### config.mk
export PLATFORM = sky130hd
export DESIGN_NAME = mc_control
export DESIGN_NICKNAME = d
export VERILOG_FILES = /design/src/rtl/rv_ctrl_pkg.sv /design/src/rtl/mc_control_aludec_ext.sv /design/src/rtl/mc_control.sv
export SDC_FILE = /design/constraint.sdc
export NUM_CORES = 1
export LEC_CHECK = 0
export CAP_MARGIN = 40
export CORE_ASPECT_RATIO = 1.4
export CORE_UTILIZATION = 30
export CTS_BUF_LIST = sky130_fd_sc_hd__clkbuf_4 sky130_fd_sc_hd__clkbuf_8 sky130_fd_sc_hd__clkbuf_16
export DETAILED_ROUTE_END_ITERATION = 10
export GPL_TIMING_DRIVEN = 0
export PLACE_DENSITY = 0.62
export SLEW_MARGIN = 0
export SYNTH_ARGS = -nofsm -noshare
export SYNTH_HDL_FRONTEND = slang
export SYNTH_SLANG_ARGS = --single-unit
### constraint.sdc
create_clock -name clk -period 5.9 [get_ports clk]
set_input_delay 0.59 -clock clk [delete_from_list [all_inputs] [get_ports clk]]
set_output_delay 0.59 -clock clk [all_outputs]
set_load 0.02 [all_outputs]
### src/rtl/rv_ctrl_pkg.sv
// Shared encodings for the multicycle RV32I controller: opcodes, FSM states,
// ALU operation codes, immediate formats and datapath mux-select codes.
// Pure declarations; no timing or flow-control behaviour of its own.
package rv_ctrl_pkg;

    // Major opcodes (IR[6:0])
    localparam logic [6:0] OP_LOAD   = 7'b0000011;
    localparam logic [6:0] OP_STORE  = 7'b0100011;
    localparam logic [6:0] OP_RTYPE  = 7'b0110011;
    localparam logic [6:0] OP_ITYPE  = 7'b0010011;
    localparam logic [6:0] OP_JAL    = 7'b1101111;
    localparam logic [6:0] OP_JALR   = 7'b1100111;
    localparam logic [6:0] OP_BRANCH = 7'b1100011;
    localparam logic [6:0] OP_LUI    = 7'b0110111;
    localparam logic [6:0] OP_AUIPC  = 7'b0010111;

    // Exactly 16 states, so a 4-bit encoding has no unused codes.
    typedef enum logic [3:0] {
        S_FETCH, S_DECODE, S_MEMADR, S_MEMREAD, S_MEMWB, S_MEMWRITE,
        S_EXECR, S_EXECI, S_ALUWB, S_BRANCH, S_JAL, S_JALR1, S_JALR2,
        S_LUI, S_AUIPC, S_ILLEGAL
    } state_t;

    // ALUOp: what the ALU decoder should do this cycle
    localparam logic [1:0] ALUOP_ADD   = 2'b00;
    localparam logic [1:0] ALUOP_SUB   = 2'b01;
    localparam logic [1:0] ALUOP_FUNCT = 2'b10;

    // ALUControl codes (zero-extended to ALUCTRL_W at the port)
    localparam logic [3:0] ALU_ADD  = 4'd0;
    localparam logic [3:0] ALU_SUB  = 4'd1;
    localparam logic [3:0] ALU_AND  = 4'd2;
    localparam logic [3:0] ALU_OR   = 4'd3;
    localparam logic [3:0] ALU_XOR  = 4'd4;
    localparam logic [3:0] ALU_SLT  = 4'd5;
    localparam logic [3:0] ALU_SLTU = 4'd6;
    localparam logic [3:0] ALU_SLL  = 4'd7;
    localparam logic [3:0] ALU_SRL  = 4'd8;
    localparam logic [3:0] ALU_SRA  = 4'd9;

    // Immediate formats
    localparam logic [2:0] IMM_I = 3'b000;
    localparam logic [2:0] IMM_S = 3'b001;
    localparam logic [2:0] IMM_B = 3'b010;
    localparam logic [2:0] IMM_J = 3'b011;
    localparam logic [2:0] IMM_U = 3'b100;

    // Datapath mux selects
    localparam logic       ADR_PC        = 1'b0;
    localparam logic       ADR_ALUOUT    = 1'b1;
    localparam logic [1:0] RES_ALUOUT    = 2'b00;
    localparam logic [1:0] RES_DATA      = 2'b01;
    localparam logic [1:0] RES_ALURESULT = 2'b10;
    localparam logic [1:0] SRCA_PC       = 2'b00;
    localparam logic [1:0] SRCA_OLDPC    = 2'b01;
    localparam logic [1:0] SRCA_RS1      = 2'b10;
    localparam logic [1:0] SRCA_ZERO     = 2'b11;
    localparam logic [1:0] SRCB_RS2      = 2'b00;
    localparam logic [1:0] SRCB_IMM      = 2'b01;
    localparam logic [1:0] SRCB_FOUR     = 2'b10;

    // Immediate format implied by the opcode; formats without an immediate
    // fall back to I, which the datapath ignores for those instructions.
    function automatic logic [2:0] imm_src(input logic [6:0] op);
        case (op)
            OP_STORE:          imm_src = IMM_S;
            OP_BRANCH:         imm_src = IMM_B;
            OP_JAL:            imm_src = IMM_J;
            OP_LUI, OP_AUIPC:  imm_src = IMM_U;
            default:           imm_src = IMM_I;
        endcase
    endfunction

endpackage

### src/rtl/mc_control_aludec_ext.sv
// ALU decoder: maps ALUOp plus funct3/funct7b5/op[5] onto an ALUControl code.
// Latency: purely combinational, zero cycles.
// Backpressure: none; follows its inputs every cycle.
// Ports: aluop (2) in, funct3 (3) in, funct7b5 in, op5 in, alucontrol (ALUCTRL_W) out.
module aludec_ext
    import rv_ctrl_pkg::*;
#(
    parameter int ALUCTRL_W = 4
) (
    input  logic [1:0]           aluop,
    input  logic [2:0]           funct3,
    input  logic                 funct7b5,
    input  logic                 op5,
    output logic [ALUCTRL_W-1:0] alucontrol
);

    logic [3:0] code;

    always_comb begin
        code = ALU_ADD;
        case (aluop)
            ALUOP_SUB: code = ALU_SUB;
            ALUOP_FUNCT: begin
                case (funct3)
                    // funct7b5 is an immediate bit for I-type, so sub needs op[5] too
                    3'b000:  code = (op5 & funct7b5) ? ALU_SUB : ALU_ADD;
                    3'b001:  code = ALU_SLL;
                    3'b010:  code = ALU_SLT;
                    3'b011:  code = ALU_SLTU;
                    3'b100:  code = ALU_XOR;
                    3'b101:  code = funct7b5 ? ALU_SRA : ALU_SRL;
                    3'b110:  code = ALU_OR;
                    default: code = ALU_AND;
                endcase
            end
            default: code = ALU_ADD;
        endcase
    end

    assign alucontrol = ALUCTRL_W'(code);

endmodule

### src/rtl/mc_control.sv
// Multicycle RV32I controller: sequences each instruction, drives mux selects/enables, traps illegal ops.
// Latency: 3 (branch) to 5 (lw, jalr) cycles per instruction with zero wait states.
// Backpressure: FETCH, MEMREAD and MEMWRITE hold until mem_ready (ignored when MEM_HS=0).
// Ports: clk, rst_n (sync, active-low); op/funct3/funct7b5 from IR; zero/lt/ltu ALU flags;
//        mem_ready; write enables, mux selects, ImmSrc, ALUControl; instr_done, illegal, instret.
module mc_control
    import rv_ctrl_pkg::*;
#(
    parameter int ALUCTRL_W = 4,
    parameter int CNT_W     = 32,
    parameter int MEM_HS    = 1
) (
    input  logic                 clk,
    input  logic                 rst_n,
    input  logic [6:0]           op,
    input  logic [2:0]           funct3,
    input  logic                 funct7b5,
    input  logic                 zero,
    input  logic                 lt,
    input  logic                 ltu,
    input  logic                 mem_ready,
    output logic                 PCWrite,
    output logic                 IRWrite,
    output logic                 MemWrite,
    output logic                 RegWrite,
    output logic                 AdrSrc,
    output logic [1:0]           ResultSrc,
    output logic [1:0]           ALUSrcA,
    output logic [1:0]           ALUSrcB,
    output logic [2:0]           ImmSrc,
    output logic [ALUCTRL_W-1:0] ALUControl,
    output logic                 instr_done,
    output logic                 illegal,
    output logic [CNT_W-1:0]     instret
);

    state_t     state;
    logic       ready;
    logic       br_legal, br_taken;
    logic       pcw, irw, mw, rw, done;
    logic [1:0] aluop;

    assign ready = (MEM_HS != 0) ? mem_ready : 1'b1;

    // funct3 010/011 are not branches; they trap rather than retire.
    always_comb begin
        br_legal = 1'b1;
        br_taken = 1'b0;
        case (funct3)
            3'b000:  br_taken = zero;
            3'b001:  br_taken = ~zero;
            3'b100:  br_taken = lt;
            3'b101:  br_taken = ~lt;
            3'b110:  br_taken = ltu;
            3'b111:  br_taken = ~ltu;
            default: br_legal = 1'b0;
        endcase
    end

    always_ff @(posedge clk) begin
        if (!rst_n) begin
            state   <= S_FETCH;
            instret <= '0;
            illegal <= 1'b0;
        end else begin
            case (state)
                S_FETCH:    if (ready) state <= S_DECODE;
                S_DECODE: begin
                    case (op)
                        OP_LOAD, OP_STORE: state <= S_MEMADR;
                        OP_RTYPE:          state <= S_EXECR;
                        OP_ITYPE:          state <= S_EXECI;
                        OP_JAL:            state <= S_JAL;
                        OP_JALR:           state <= S_JALR1;
                        OP_BRANCH:         state <= S_BRANCH;
                        OP_LUI:            state <= S_LUI;
                        OP_AUIPC:          state <= S_AUIPC;
                        default:           state <= S_ILLEGAL;
                    endcase
                end
                // op[5] separates sw (0100011) from lw (0000011)
                S_MEMADR:   state <= op[5] ? S_MEMWRITE : S_MEMREAD;
                S_MEMREAD:  if (ready) state <= S_MEMWB;
                S_MEMWB:    state <= S_FETCH;
                S_MEMWRITE: if (ready) state <= S_FETCH;
                S_EXECR:    state <= S_ALUWB;
                S_EXECI:    state <= S_ALUWB;
                S_ALUWB:    state <= S_FETCH;
                S_BRANCH:   state <= br_legal ? S_FETCH : S_ILLEGAL;
                S_JAL:      state <= S_ALUWB;
                S_JALR1:    state <= S_JALR2;
                S_JALR2:    state <= S_ALUWB;
                S_LUI:      state <= S_ALUWB;
                S_AUIPC:    state <= S_ALUWB;
                S_ILLEGAL: begin
                    state   <= S_ILLEGAL;
                    illegal <= 1'b1;
                end
                default:    state <= S_FETCH;
            endcase
            if (done) instret <= instret + CNT_W'(1);
        end
    end

    always_comb begin
        pcw       = 1'b0;
        irw       = 1'b0;
        mw        = 1'b0;
        rw        = 1'b0;
        done      = 1'b0;
        AdrSrc    = ADR_PC;
        ResultSrc = RES_ALUOUT;
        ALUSrcA   = SRCA_PC;
        ALUSrcB   = SRCB_RS2;
        aluop     = ALUOP_ADD;
        case (state)
            S_FETCH: begin
                ALUSrcA   = SRCA_PC;
                ALUSrcB   = SRCB_FOUR;
                ResultSrc = RES_ALURESULT;
                pcw       = ready;
                irw       = ready;
            end
            S_DECODE: begin
                // precompute the branch target into ALUOut
                ALUSrcA = SRCA_OLDPC;
                ALUSrcB = SRCB_IMM;
            end
            S_MEMADR: begin
                ALUSrcA = SRCA_RS1;
                ALUSrcB = SRCB_IMM;
            end
            S_MEMREAD:  AdrSrc = ADR_ALUOUT;
            S_MEMWB: begin
                ResultSrc = RES_DATA;
                rw        = 1'b1;
                done      = 1'b1;
            end
            S_MEMWRITE: begin
                AdrSrc = ADR_ALUOUT;
                mw     = 1'b1;
                done   = ready;
            end
            S_EXECR: begin
                ALUSrcA = SRCA_RS1;
                ALUSrcB = SRCB_RS2;
                aluop   = ALUOP_FUNCT;
            end
            S_EXECI: begin
                ALUSrcA = SRCA_RS1;
                ALUSrcB = SRCB_IMM;
                aluop   = ALUOP_FUNCT;
            end
            S_ALUWB: begin
                rw   = 1'b1;
                done = 1'b1;
            end
            S_BRANCH: begin
                ALUSrcA = SRCA_RS1;
                ALUSrcB = SRCB_RS2;
                aluop   = ALUOP_SUB;
                pcw     = br_taken;
                done    = br_legal;
            end
            S_JAL: begin
                ALUSrcA = SRCA_OLDPC;
                ALUSrcB = SRCB_FOUR;
                pcw     = 1'b1;
            end
            S_JALR1: begin
                ALUSrcA = SRCA_RS1;
                ALUSrcB = SRCB_IMM;
            end
            S_JALR2: begin
                // ALUOut holds rs1+imm; ALUResult computes the link value
                ALUSrcA = SRCA_OLDPC;
                ALUSrcB = SRCB_FOUR;
                pcw     = 1'b1;
            end
            S_LUI: begin
                ALUSrcA = SRCA_ZERO;
                ALUSrcB = SRCB_IMM;
            end
            S_AUIPC: begin
                ALUSrcA = SRCA_OLDPC;
                ALUSrcB = SRCB_IMM;
            end
            default: ;
        endcase
    end

    assign ImmSrc = imm_src(op);

    // Reset suppresses every side effect combinationally, so an aborted
    // instruction can never write state during the reset cycle.
    assign PCWrite    = pcw  & rst_n;
    assign IRWrite    = irw  & rst_n;
    assign MemWrite   = mw   & rst_n;
    assign RegWrite   = rw   & rst_n;
    assign instr_done = done & rst_n;

    aludec_ext #(
        .ALUCTRL_W (ALUCTRL_W)
    ) u_aludec (
        .aluop      (aluop),
        .funct3     (funct3),
        .funct7b5   (funct7b5),
        .op5        (op[5]),
        .alucontrol (ALUControl)
    );

endmodule

# Word-level counts from Yosys, hierarchy flattened
# Index checks and enable logic that the tools add are counted.
# W data, S select, Z words.
dict set report word_totals {
  ff_bits 37
  in_bits 17
  elab_cells 88
}
dict set report op_classes {
  addsub 1
  eq_ne 36
  muxes 24
  bitwise 9
  n_reduce_logical 15
}
# operator n
set op_table {}
lappend op_table {{$pmux W4 S10} 1}
lappend op_table {{$add A32 B1 Y32 const B} 1}
lappend op_table {{$eq A4 B4 Y1 const B} 8}
lappend op_table {{$pmux W4 S8} 1}
lappend op_table {{$pmux W4 S7} 1}
lappend op_table {{$eq A7 B6 Y1 const B} 3}
lappend op_table {{$eq A7 B7 Y1 const B} 3}
lappend op_table {{$reduce_or A6 Y1} 3}
lappend op_table {{$eq A4 B3 Y1 const B} 4}
lappend op_table {{$mux W4} 4}
lappend op_table {{$eq A7 B5 Y1 const B} 2}
lappend op_table {{$eq A3 B3 Y1 const B} 4}
lappend op_table {{$pmux W2 S2} 3}
lappend op_table {{$pmux W3 S4} 1}
lappend op_table {{$reduce_or A2 Y1} 6}
lappend op_table {{$eq A4 B2 Y1 const B} 2}
lappend op_table {{$pmux W4 S2} 1}
lappend op_table {{$eq A7 B2 Y1 const B} 1}
lappend op_table {{$mux W1} 7}
lappend op_table {{$and A1 B1 Y1} 6}
lappend op_table {{$eq A3 B2 Y1 const B} 2}
lappend op_table {{$ne A2 B2 Y1 const B} 3}
lappend op_table {{$pmux W1 S3} 2}
lappend op_table {{$pmux W1 S6} 1}
lappend op_table {{13 further kinds} 15}

# Longest topological paths before layout
dict set report depth {
  depth_word 5
  ltp_mapped 8
}

# Modules after synthesis
# Synthesis repeated with hierarchy kept, for this count alone.
dict set report unflattened {
  hier_cells 319
  area_unflattened_um2 2491.1
}
# module instances cells_per_inst area_per_inst_um2 seq_area_each_um2
set modules_own_cells {}
lappend modules_own_cells {mc_control 1 300 2369.8 740.7}
lappend modules_own_cells {aludec_ext 1 19 121.4 0.0}

# Worst setup path after synthesis
# No wires, ideal clock.
dict set report synth_timing {
  path_type {register -> output}
  start {reg state[0]}
  end {out ALUControl[2]}
  t_arrival_ns 2.012
  slack_ns 3.298
  stages_incl_launch_ff 6
  cell_sequence {dfxtp_1 clkbuf_1 clkbuf_1 nand3_1 ha_1 nor4bb_1}
}
dict set report synth_via {
  elab_chain_len 5
}
# item line_no
set synth_lines {}
lappend synth_lines {{from (decl)} mc_control.sv:37} ;# state_t state;
lappend synth_lines {{from (signal assigned)} mc_control.sv:82} ;# S_MEMADR: state <= op[5] ? S_MEMWRITE : S_MEMREAD;
lappend synth_lines {{from (signal assigned)} mc_control.sv:89} ;# S_BRANCH: state <= br_legal ? S_FETCH : S_ILLEGAL;
lappend synth_lines {{$eq A4 B3 Y1} mc_control.sv:116} ;# case (state)
lappend synth_lines {{$reduce_or A2 Y1 (no source line)} n/a}
lappend synth_lines {{$pmux W2 S2 *} mc_control.sv:116}
lappend synth_lines {{$eq A2 B2 Y1 / $eq A2 B1 Y1 (equally long branches)} mc_control_aludec_ext.sv:21} ;# case (aluop)
lappend synth_lines {{$pmux W4 S2 *} mc_control_aludec_ext.sv:21}
lappend synth_lines {{to (decl)} mc_control.sv:31} ;# output logic [ALUCTRL_W-1:0] ALUControl,
# Every way passes the cells marked *; elsewhere a longest branch is shown, timed or not.

# Final worst setup path
# Same ends and word-level chain as after synthesis.

==> results.toml <==
[clocking]
cts_buffers = 5
worstSkewPairLatency_ps = 290
cts_tree = "built"
ctsResizeCount = 0
clk_pin_slew_ps = 70
cts_buffer_depth = 2
htree_num_levels = 2
ctsHoldBuffers = 0
cts_num_sinks = 37
post_cts_buffers = 0
cts-root-buf = "clkbuf_8"

[placement]
placed_area_sq_um = 3200
dpl.cell_count = 482
gp_congestion = 0.892
port_buffers = 67
hpwl_microns = 5070
place_ws_ps = 2560

[synth]
synthArstFlopShare_pct = 0
ys_types = 49
syn_area_per_cell_sq_um = 7.62
synth.net_count = 333
synth_edf_count = 0
synth-main-ff-cell = "dfxtp_1"
syn_inst = 313
ys_seq_area_share_pct = 31.0
ys_warn_count = 0
ys_seq_elements = 37
netlist_area_sq_um = 2390

[cells_and_area]
insertedDiodeCount = 0
drive_above_1_share_pct = 4.88
area_growth_pct = 37.8
nets = 409
fin_area_sq_um = 3290
final_cell_count_no_fill = 489
final_core_util_pct = 42.4

[job]
maxCapViolations = 0

[setup_path]
path_cells = "clkbuf_1, clkbuf_1, nand3_1, ha_1, nor4bb_1, clkdlybuf4s50_1"
critPathMaxFanout = 10
arrival_ps = 2800
slowest_stage = "clkdlybuf4s50_1"
max_stage_delay_ps = 650
worstSetupStartpointType = "flop"
endpoint_kind = "output port"
required_ps = 5310
critPathKind = "flop to output port"
crit_top_cell = "clkbuf_1"

[grt]
overflow = 0
grt_pass1_wl_microns = 11000
track_usage_pct = 16.2
grt_pass1_vias = 2415
grt_max_degree = 11
antenna_found_initial = 0

[die]
core_area_sq_um = 7750
die_area_sq_um = 8320
die_w_microns = 77.4
rows = 38
start_util_pct = 30.8
fp.dieH_microns = 108
io_pins = 69

[power_and_ir_drop]
p_leak_nw = 1.11
peakVddDrop_v = 0.000130
finalPower_uw = 910
power_density_nw_per_um2 = 277

[timing]
min_period_over_period_pct = 57.5
fin_worst_skew_ps = 9.62
hold_viol = 0
fmax_mhz = 295
period_minus_slack_ps = 3390
holdWs_ps = 470
max_slew.worst_pin.slew_ps = 531
finalSetupViolations = 0
tns_ps = 0
rsz0062_at_grt = "no"
drv_slew = 0
relSlewSlack_pct = 63.7
timing.final.ws_setup_ps = 2510

[drt]
ant_nets = 0
drt-total-wl_microns = 6700
drt_iter0_markers = 86
vias = 2544
drcViolationCount = 0
post_drt_wl_per_cell_microns = 13.7
viasPerCell = 5.20
dr.pass1.iters = 5

[run_status]
status = "complete, no violations"

[min_path]
hold_path.class = "flop to flop"
==> cell families (layout without fill, tap and decap cells) <==
logic type	after synthesis	in the layout	synth area share, %
and+or+nand+nor	149	149	33.7
adders and majority gates	3	3	1.57
xor gates and xnor gates	21	21	7.71
buffers and inverters	31	107	5.35
muxes	7	7	2.94
AOI/OAI and AO/OA	65	65	17.7
DFF	37	37	31.0
==> placed cells by master, fill, tap and decap left out, types with 4 or more instances in the layout <==
master	instances
o21ai_0	13
nand4_1	4
or3_1	7
or4_1	5
nand2b_1	10
clkbuf_1	17
nor3b_1	4
nand3_1	15
o31ai_1	5
xnor2_1	19
nor4_1	5
a21oi_1	22
nor2b_1	5
nand2_1	29
clkdlybuf4s50_1	67
buf_2	4
nor2_1	31
and3_1	7
clkbuf_8	6
dfxtp_1	37
a211oi_1	6
nor3_1	12
a2111oi_0	5
inv_1	8
mux2i_1	7
==> critical path: cells and delay by family, from the launching register on <==
kind,cells,cell delay [ps]
buf+inv,3,1340
simple gates,2,490
flops,1,310
fa+ha+maj,1,370
==> synth_stat cells, types with 5 or more instances <==
master     instances  area (sq um)
or4_1              5          37.5
mux2i_1            7          70.1
o21ai_0           13          65.1
a211oi_1           6          45.0
nor2_1            31           116
a2111oi_0          5          43.8
nand2b_1          10          62.6
dfxtp_1           37           741
xnor2_1           19           166
nor4_1             5          31.3
and3_1             7          43.8
clkbuf_1          17          63.8
nor2b_1            5          31.3
nand2_1           29           109
o31ai_1            5          37.5
nand3_1           15          75.1
inv_1              8          30.0
nor3_1            12          60.1
a21oi_1           22           110
or3_1              7          43.8
==> power by group <==
| group | switching (mW) | internal, mW |
|---|---|---|
| Sequential | 0.00554 | 0.262 |
| Clock | 0.0871 | 0.0973 |
| Combinational | 0.264 | 0.194 |
==> state kept, by name (all words and copies together) (netlist names) <==
signal	flops
state	4
instret	32
illegal	1
==> final cells by class <==
cell class	count	area, sq um
tap	100	125
clock buffer	7	90.1
buffer	22	93.8
fill	786	4460
sequential	37	741
inverter	9	33.8
multi-input combinational	245	1520
timing repair buffer	69	686
==> worst paths after layout <==
kind,startpoint,to,slack (ps),depth (start not counted)
worst max-delay path,state[0]$_SDFFE_PN0P_,ALUControl[2],2510,6
worst min-delay path,illegal$_SDFFE_PN0N_,illegal$_SDFFE_PN0N_,470,1
worst max register to register,instret[7]$_SDFFE_PN0P_,instret[23]$_SDFFE_PN0P_,3620,7
worst min register to register,illegal$_SDFFE_PN0N_,illegal$_SDFFE_PN0N_,470,1
==> metal layers <==
metal	up-vias	share of wire (%)	GRT usage, %
met4	0	1.6	6.20
li1	1282	-	-
met5	-	0	0
met3	8	5.6	2.63
met1	1162	41	17.7
met2	92	51	30.7
(Power assumes the default switching activity.)
